<file path="src/rtl/serial_adsub_pkg.sv">
// serial_adsub_pkg: shared FSM state type and op encodings for the bit-serial adder/subtractor
package serial_adsub_pkg;
  typedef enum logic [1:0] {IDLE, SHIFT, DONE} state_t;
  localparam logic OP_ADD = 1'b0;
  localparam logic OP_SUB = 1'b1;
endpackage

</file>
<file path="src/rtl/serial_adsub_ctrl_cell.sv">
// full_adsub_cell: one-bit full add/sub from two half add/sub stages; in a, b, cin, op; out s, cout (carry or borrow)
module full_adsub_cell
  import serial_adsub_pkg::*;
(
  input  logic a,
  input  logic b,
  input  logic cin,
  input  logic op,
  output logic s,
  output logic cout
);
  logic x, c1, c2;
  assign x    = a ^ b;
  assign c1   = (op == OP_SUB ? ~a : a) & b;
  assign s    = x ^ cin;
  assign c2   = (op == OP_SUB ? ~x : x) & cin;
  assign cout = c1 | c2;
endmodule

</file>
<file path="src/rtl/serial_adsub_ctrl.sv">
// serial_adsub_ctrl: LSB-first bit-serial WIDTH-bit add/sub; in clk, rst, start, op, a_in, b_in; out busy, done, result, cout, ovf (only with SERIAL_ADSUB_OVF_EN)
module serial_adsub_ctrl
  import serial_adsub_pkg::*;
#(
  parameter int WIDTH = 8
) (
  input  logic             clk,
  input  logic             rst,
  input  logic             start,
  input  logic             op,
  input  logic [WIDTH-1:0] a_in,
  input  logic [WIDTH-1:0] b_in,
  output logic             busy,
  output logic             done,
  output logic [WIDTH-1:0] result,
  output logic             cout
`ifdef SERIAL_ADSUB_OVF_EN
  ,
  output logic             ovf
`endif
);
  localparam int CW = $clog2(WIDTH);
  localparam logic [CW-1:0] LAST = CW'(WIDTH - 1);
  state_t state, state_n;
  logic [CW-1:0] cnt;
  logic [WIDTH-1:0] a_r, b_r;
  logic op_r, carry, s, c_n;
  full_adsub_cell u_cell (
    .a   (a_r[0]),
    .b   (b_r[0]),
    .cin (carry),
    .op  (op_r),
    .s   (s),
    .cout(c_n)
  );
  always_comb begin
    state_n = state == IDLE  ? (start ? SHIFT : IDLE) :
              state == SHIFT ? (cnt == LAST ? DONE : SHIFT) : IDLE;
  end
  assign busy = state == SHIFT;
  assign done = state == DONE;
  always_ff @(posedge clk or posedge rst) begin
    if (rst) begin
      state  <= IDLE;
      cnt    <= '0;
      a_r    <= '0;
      b_r    <= '0;
      op_r   <= OP_ADD;
      carry  <= 1'b0;
      result <= '0;
      cout   <= 1'b0;
`ifdef SERIAL_ADSUB_OVF_EN
      ovf    <= 1'b0;
`endif
    end else begin
      state <= state_n;
      if (state == IDLE && start) begin
        a_r   <= a_in;
        b_r   <= b_in;
        op_r  <= op;
        cnt   <= '0;
        carry <= 1'b0;
      end else if (state == SHIFT) begin
        a_r    <= a_r >> 1;
        b_r    <= b_r >> 1;
        carry  <= c_n;
        cnt    <= cnt + 1'b1;
        result <= {s, result[WIDTH-1:1]};
        if (cnt == LAST) begin
          cout <= c_n;
`ifdef SERIAL_ADSUB_OVF_EN
          // a_r[0]/b_r[0] hold the operand sign bits here and s is the result sign bit
          ovf  <= (s != a_r[0]) && ((a_r[0] ^ b_r[0]) == (op_r == OP_SUB));
`endif
        end
      end
    end
  end
endmodule

</file>
<file path="config.mk">
export PLATFORM = sky130hd
export DESIGN_NAME = serial_adsub_ctrl
export DESIGN_NICKNAME = d
export VERILOG_FILES = /design/src/rtl/serial_adsub_pkg.sv /design/src/rtl/serial_adsub_ctrl_cell.sv /design/src/rtl/serial_adsub_ctrl.sv
export SDC_FILE = /design/constraint.sdc
export NUM_CORES = 1
export LEC_CHECK = 0
export CORE_AREA = 2 2 67 56
export CTS_CLUSTER_SIZE = 10
export DETAILED_ROUTE_END_ITERATION = 8
export DIE_AREA = 0 0 69 58
export HOLD_SLACK_MARGIN = 0.05
export PLACE_DENSITY_LB_ADDON = 0.3
export SLEW_MARGIN = 20
export SYNTH_ARGS = -nofsm -noshare
export SYNTH_HDL_FRONTEND = slang
export SYNTH_SLANG_ARGS = --single-unit
export TNS_END_PERCENT = 5
</file>
<file path="constraint.sdc">
create_clock -name clk -period 1.2 [get_ports clk]
set_input_delay 0.12 -clock clk [delete_from_list [all_inputs] [get_ports clk]]
set_output_delay 0.12 -clock clk [all_outputs]
set_load 0.01 [all_outputs]
</file>
==> impl_metrics.tcl, run 1 <==
set metrics [dict create \
    outcome "complete, but fails checks" \
    violations "negative setup slack" \
    synth_xor_area_frac 0.0180 \
    p_switching_w 0.00169 \
    fmax_mhz 790 \
    synthSimpleGateAreaFrac 0.158 \
    synthCells 140 \
    r2r-start "op_r$_DFFE_PP0P_" \
    power_density_nw_per_um2 2380 \
    grt_pass1_wl_um 5270 \
    cp_slowest_cell "dfrtp_1" \
    power.total_w 0.00490 \
    grt_setup_unrepaired "true" \
    drtIter0Drc 67 \
    grt_overflow_total 0 \
    cp.arrival_ns 1.44 \
    fin_hold_ws_ns 0.172 \
    h-tree-depth 2 \
    via_count 1163 \
    syn_to_final_growth_pct 40.9 \
    setup_slack_ns -0.0655 \
    yosysWarningCount 0 \
    seq_area_frac_synth 0.548 \
    fin_tns_setup_ns -0.197 \
    die_area_um2 4000 \
    hold_buffers 0 \
    start_util 0.439 \
    antenna_left 0 \
    crit_required_ns 1.37 \
    grt_max_degree 33 \
    placementRows 19 \
    cp_cell_sequence "xor2_1 > maj3_2 > mux2_2" \
    reg2reg_slack_ns -0.07 \
    synth_top_area_frac 0.548 \
    synth_fp_nets 162 \
    place_congestion 0.802 \
    avgSynthCellArea_um2 10.4 \
    hold_viol 0 \
    comb_power_share 0.416 \
    cts.clk_slew.worst_paths_ns 0.07 \
    end_kind "flip-flop" \
    cts.root.buffer_cell "clkbuf_8" \
    multi_input_comb_area_um2 608 \
    max_slew.worst_pin.slew_ns 0.217 \
    antenna_found_initial 0 \
    synth_top_family_by_area "compound AO/OA/AOI/OAI gates" \
    vdd_drop_max_mv 1.18 \
    grt_usage 0.173 \
    post_cts_buffers 0 \
    drc 0 \
    switching_share 0.346 \
    finalCriticalPeriod_ns 1.27 \
    via_per_inst 5.03 \
    synth-seq-cells 32 \
    io_pins 31 \
    drt_first_pass_iters 4 \
    max_stage_delay_ns 0.41 \
    synth_area_um2 1460 \
    fp.dieH_um 58 \
    wl_per_cell_um 13.5 \
    finClkSkew_ns 0.00643 \
    p_clk_frac 0.208 \
    synth_fa_ha_area_frac 0.0248 \
    setup_violations 7 \
    drive_gt1_frac 0.228 \
    r2r-end "cout$_DFFE_PP0P_" \
    muxShareOfSynthArea 0.0154 \
    synth_compound_gate_area_share 0.186 \
    clk_latency_ns 0.28 \
    cts_tree "built" \
    yosysTopAreaCell "dfrtp_1" \
    diodes 0 \
    hpwl_um 2340 \
    clock_sinks 32 \
    synth_area_leaders "dfrtp_1 55%, nand2_1 9.0%, a22oi_1 7.2%" \
    maxSlewHeadroom 0.855 \
    startpoint_type "flip-flop" \
    critPathMaxFanout 2 \
    reg2reg_depth 3 \
    drt-total-wl_um 3120 \
    numCtsBuffers 5 \
    leakagePower_nw 0.982 \
    synth_cell_types 28 \
    hp-class "in -> async" \
    p_seq_frac 0.376 \
    portBuffers 30 \
    finish.utilization 0.619 \
    period_share 1.05 \
    first_global_vias 1139 \
    core_area_um2 3330 \
    cap_violations 0 \
    internal_power_w 0.00321 \
    slew_viol_final 0 \
    setup.worst_path.class "reg -> reg" \
    nets 210 \
    final-seq-area_um2 802 \
    dieWidth_um 69 \
    nFillCells 283 \
    clock_path_buffers 2 \
]
-- through the flow --
step	setup slack, ns	cell area, um^2	std cells
2_1_floorplan	-0.0332	1470	140
3_3_place_gp	-0.174	1940	223
3_5_place_dp	-0.213	1940	223
4_1_cts	-0.135	2040	231
5_1_grt	-0.0974	2060	231
6_report	-0.0655	2060	231
-- cells in the final DEF (no fill, tap or decap), drive strengths merged, types with 4 or more instances in the layout --
master / synthesis / final
a21oi: 5 / 5
nor2b: 5 / 5
o21ai: 16 / 16
clkbuf: 1 / 5
inv: 4 / 4
a22o: 4 / 4
clkdlybuf4s50: 0 / 19
buf: 7 / 21
a22oi: 14 / 14
dfrtp: 32 / 32
dlygate4sd2: 0 / 9
nand2: 35 / 35
-- metal layers --
metal,GRT usage,share of wire,up-vias
li1,-,-,573
met1,0.214,0.46,556
met2,0.277,0.47,28
met3,0.0487,0.045,6
met4,0.0952,0.022,0
met5,0,0,-
-- worst max path at each step --
stage,start,endpoint,slack (ns),cells past startpoint
floorplan,a_r[0]$_DFFE_PP0P_,cout$_DFFE_PP0P_,-0.03,3
global placement,start,op_r$_DFFE_PP0P_,-0.17,4
detailed placement,start,op_r$_DFFE_PP0P_,-0.21,4
CTS,state[1]$_DFF_PP0_,busy,-0.14,3
global route,state[1]$_DFF_PP0_,op_r$_DFFE_PP0P_,-0.1,4
finish,op_r$_DFFE_PP0P_,cout$_DFFE_PP0P_,-0.07,3
-- registers in the layout, summed over array words and instances (netlist names) --
| register | cells |
|---|---|
| cout | 1 |
| result | 8 |
| op_r | 1 |
| carry | 1 |
| a_r | 8 |
| b_r | 8 |
| state | 2 |
| cnt | 3 |
-- cell families (layout without fill, tap and decap cells) --
kind of cell	count (synthesis)	in the layout
and+or+nand+nor	47	47
xor gates and xnor gates	3	3
buffers and inverters	12	61
DFF	32	32
adders and majority gates	3	3
AOI/OAI and AO/OA	41	41
muxes	2	2
-- power by group through the flow --
stage | logic (W) | clock network [W] | registers [W]
floorplan | 0.00114 | 0 | 0.00185
global placement | 0.00200 | 0 | 0.00183
detailed placement | 0.00209 | 0 | 0.00186
CTS | 0.00202 | 0.00104 | 0.00183
global route | 0.00227 | 0.00108 | 0.00190
finish | 0.00204 | 0.00102 | 0.00184
-- cell usage after synthesis, drive strengths merged --
| library cell | count |
|---|---|
| inv | 4 |
| o21bai | 1 |
| ha | 2 |
| and2b | 3 |
| nand2b | 1 |
| o211ai | 1 |
| nor2b | 5 |
| buf | 7 |
| nand2 | 35 |
| a21oi | 5 |
| nand3 | 2 |
| o21ai | 16 |
| dfrtp | 32 |
| clkbuf | 1 |
| a22o | 4 |
| nor2 | 1 |
| xnor2 | 1 |
| a22oi | 14 |
| xor2 | 2 |
| mux2 | 2 |
| maj3 | 1 |
-- worst max-delay path, delay by kind of cell (launching register included) --
kind	cells	cell delay, ns
multiplexers	1	0.25
XOR/XNOR	1	0.19
adder cells (fa/ha/maj)	1	0.30
flip-flops	1	0.41
-- final cells by class --
type | count | share of cell area
multi-input cells | 96 | 0.295
flip-flops and latches | 32 | 0.389
well taps | 42 | 0.0255
repair buffers | 49 | 0.228
inverters | 4 | 0.00729
clock inverters | 3 | 0.0207
clock buffers | 5 | 0.0334
-- repair_timing --
action                                  CTS  global route
gates resized for setup                  17            13
pin swaps                                 0             2
endpoints found under the setup margin   26            20
(Power assumes the default switching activity.)
==> run 2, diff against run 1 <==
--- a/config.mk
+++ b/config.mk
@@ -5,10 +5,10 @@
 export SDC_FILE = /design/constraint.sdc
 export NUM_CORES = 1
 export LEC_CHECK = 0
-export CORE_AREA = 2 2 67 56
+export CORE_AREA = 2 2 64 54
 export CTS_CLUSTER_SIZE = 10
 export DETAILED_ROUTE_END_ITERATION = 8
-export DIE_AREA = 0 0 69 58
+export DIE_AREA = 0 0 66 56
 export HOLD_SLACK_MARGIN = 0.05
 export PLACE_DENSITY_LB_ADDON = 0.3
 export SLEW_MARGIN = 20
==> constraint.sdc (replaced) <==
create_clock -name clk -period 1.29 [get_ports clk]
set_input_delay 0.129 -clock clk [delete_from_list [all_inputs] [get_ports clk]]
set_output_delay 0.129 -clock clk [all_outputs]
set_load 0.01 [all_outputs]
==> run 2 against run 1 <==
Effect of this change: sequential cell count unchanged; critical path depth rose by 2; largest power group unchanged; sequential share of layout area grew 0.43 points; sequential power decreased by 7%; combinational power is 9% lower; count of clock-buffer cells in the layout rose by 3; fmax fell by 4.7%; first-iteration DRC count decreased by 31%; wire length increased by 3.4%; highest routed layer unchanged; via count is 2.1% higher; the run still ends with negative setup slack left.
==> impl_metrics.tcl, run 2 (same netlist as run 1, synthesis figures left out) <==
set metrics [dict create \
    reg_top3 "a_r: 8 flops, b_r: 8 flops, result: 8 flops" \
    first_global_vias 1183 \
    max_slew.worst_pin.slew_ns 0.315 \
    period_share 1.03 \
    finClkSkew_ns 0.00178 \
    h-tree-depth 2 \
    cp.arrival_ns 1.49 \
    crit_required_ns 1.46 \
    setup_slack_ns -0.0381 \
    drive_gt1_frac 0.202 \
    hpwl_um 2270 \
    fp.dieH_um 56 \
    fin_tns_setup_ns -0.146 \
    cts.clk_slew.worst_paths_ns 0.06 \
    leakagePower_nw 0.974 \
    start_util 0.484 \
    antenna_left 0 \
    antenna_found_initial 0 \
    nFillCells 235 \
    clk_latency_ns 0.28 \
    fmax_mhz 753 \
    drtIter0Drc 46 \
    vdd_drop_max_mv 1.18 \
    nets 209 \
    multi_input_comb_area_um2 603 \
    drt_first_pass_iters 4 \
    hold_viol 0 \
    outcome "complete, but fails checks" \
    critPathMaxFanout 3 \
    p_clk_frac 0.179 \
    syn_to_final_growth_pct 39.4 \
    fin_hold_ws_ns 0.183 \
    startpoint_type "flip-flop" \
    grt_setup_unrepaired "true" \
    grt_pass1_wl_um 5160 \
    die_area_um2 3700 \
    p_switching_w 0.00156 \
    io_pins 31 \
    core_area_um2 3020 \
    setup_violations 6 \
    slew_viol_final 0 \
    numCtsBuffers 5 \
    diodes 0 \
    final-seq-area_um2 802 \
    p_seq_frac 0.394 \
    internal_power_w 0.00281 \
    pre_cts_ws_ns -0.224 \
    violations "negative setup slack" \
    placementRows 18 \
    final_cell_mix "34 x nand2_1, 31 x dfrtp_1, 19 x clkdlybuf4s50_1" \
    dieWidth_um 66 \
    setup.worst_path.class "reg -> reg" \
    hp-class "in -> async" \
    drt-total-wl_um 3230 \
    via_count 1187 \
    place_congestion 0.816 \
    cap_violations 0 \
    grt_max_degree 33 \
    final_common_cell "nand2_1" \
    portBuffers 30 \
    switching_share 0.357 \
    maxSlewHeadroom 0.789 \
    wl_per_cell_um 14.2 \
    power_density_nw_per_um2 2140 \
    cts_tree "built" \
    drc 0 \
    clock_path_buffers 2 \
    grt_usage 0.185 \
    via_per_inst 5.21 \
    cts.root.buffer_cell "clkbuf_8" \
    power.total_w 0.00436 \
    finalCriticalPeriod_ns 1.33 \
    clock_sinks 32 \
    end_kind "flip-flop" \
    finish.utilization 0.675 \
    comb_power_share 0.428 \
    grt_overflow_total 0 \
]
==> run 2: cell types whose count changed in the layout (fill, tap and decap cells not counted), sizes merged <==
cell	before	now
clkbuf	5	8
buf	21	19
bufinv	1	0
dlygate4sd2	9	10
clkinv	1	0
clkinvlp	1	0
==> run 2: final cells by class <==
class,count,area share
Sequential cell,32,0.394
Multi-Input combinational cell,96,0.296
Timing Repair Buffer,48,0.232
Clock buffer,8,0.0442
Tap cell,40,0.0246
Inverter,4,0.00983
==> run 2: final timing paths <==
check | start | to | slack, ns | cells after the start
max in group asynchronous | rst | state[0]$_DFF_PP0_ | 0.93 | 3
worst max-delay path | state[1]$_DFF_PP0_ | op_r$_DFFE_PP0P_ | -0.04 | 5
worst min-delay path | rst | result[3]$_DFFE_PP0P_ | 0.18 | 3
worst max register to register | state[1]$_DFF_PP0_ | op_r$_DFFE_PP0P_ | -0.04 | 5
min in group clk | b_in[7] | b_r[7]$_DFFE_PP0P_ | 0.46 | 2
worst min register to register | result[0]$_DFFE_PP0P_ | result[0]$_DFFE_PP0P_ | 0.48 | 2
==> run 2: worst max-delay path, cell delays in order, from the launching register on <==
cell and delay (ns):
dfrtp_1 0.39, buf_6 0.13, buf_6 0.11, nor2b_4 0.11, nor2b_4 0.16, mux2_4 0.31
==> run 2: metal layers <==
| layer | track usage | share of wire | vias to the layer above |
|---|---|---|---|
| li1 | - | - | 570 |
| met5 | 0 | 0 | - |
| met1 | 0.221 | 0.45 | 584 |
| met3 | 0.0466 | 0.055 | 4 |
| met2 | 0.309 | 0.49 | 29 |
| met4 | 0.0875 | 0.0096 | 0 |
==> run 2: what timing repair did <==
action / CTS / global route
setup buffers: 1 / 3
pin swaps: 4 / 1
endpoints found under the setup margin: 27 / 17
resized for setup: 24 / 11
gates cloned: 0 / 0
hold buffers: 0 / 0
==> run 2: per-stage QoR <==
stage,cells,cell area [um^2]
finish,228,2040
global route,228,2040
CTS,226,2000
detailed placement,217,1890
global placement,217,1890
floorplan,140,1460
==> run 2: power by group through the flow <==
stage	registers, W	clock network [W]	logic, W
final	0.00172	0.000779	0.00186
after global routing	0.00177	0.000848	0.00205
after CTS	0.00171	0.000799	0.00180
after floorplan	0.00172	0	0.00106
after global placement	0.00170	0	0.00174
after detailed placement	0.00173	0	0.00182
==> run 3, diff against run 2 <==
--- a/config.mk
+++ b/config.mk
@@ -6,6 +6,7 @@
 export NUM_CORES = 1
 export LEC_CHECK = 0
 export CORE_AREA = 2 2 64 54
+export CTS_CLUSTER_DIAMETER = 100
 export CTS_CLUSTER_SIZE = 10
 export DETAILED_ROUTE_END_ITERATION = 8
 export DIE_AREA = 0 0 66 56
==> results of run 3 <==
No change in the layout: final DEF, timing and power equal those of run 2.
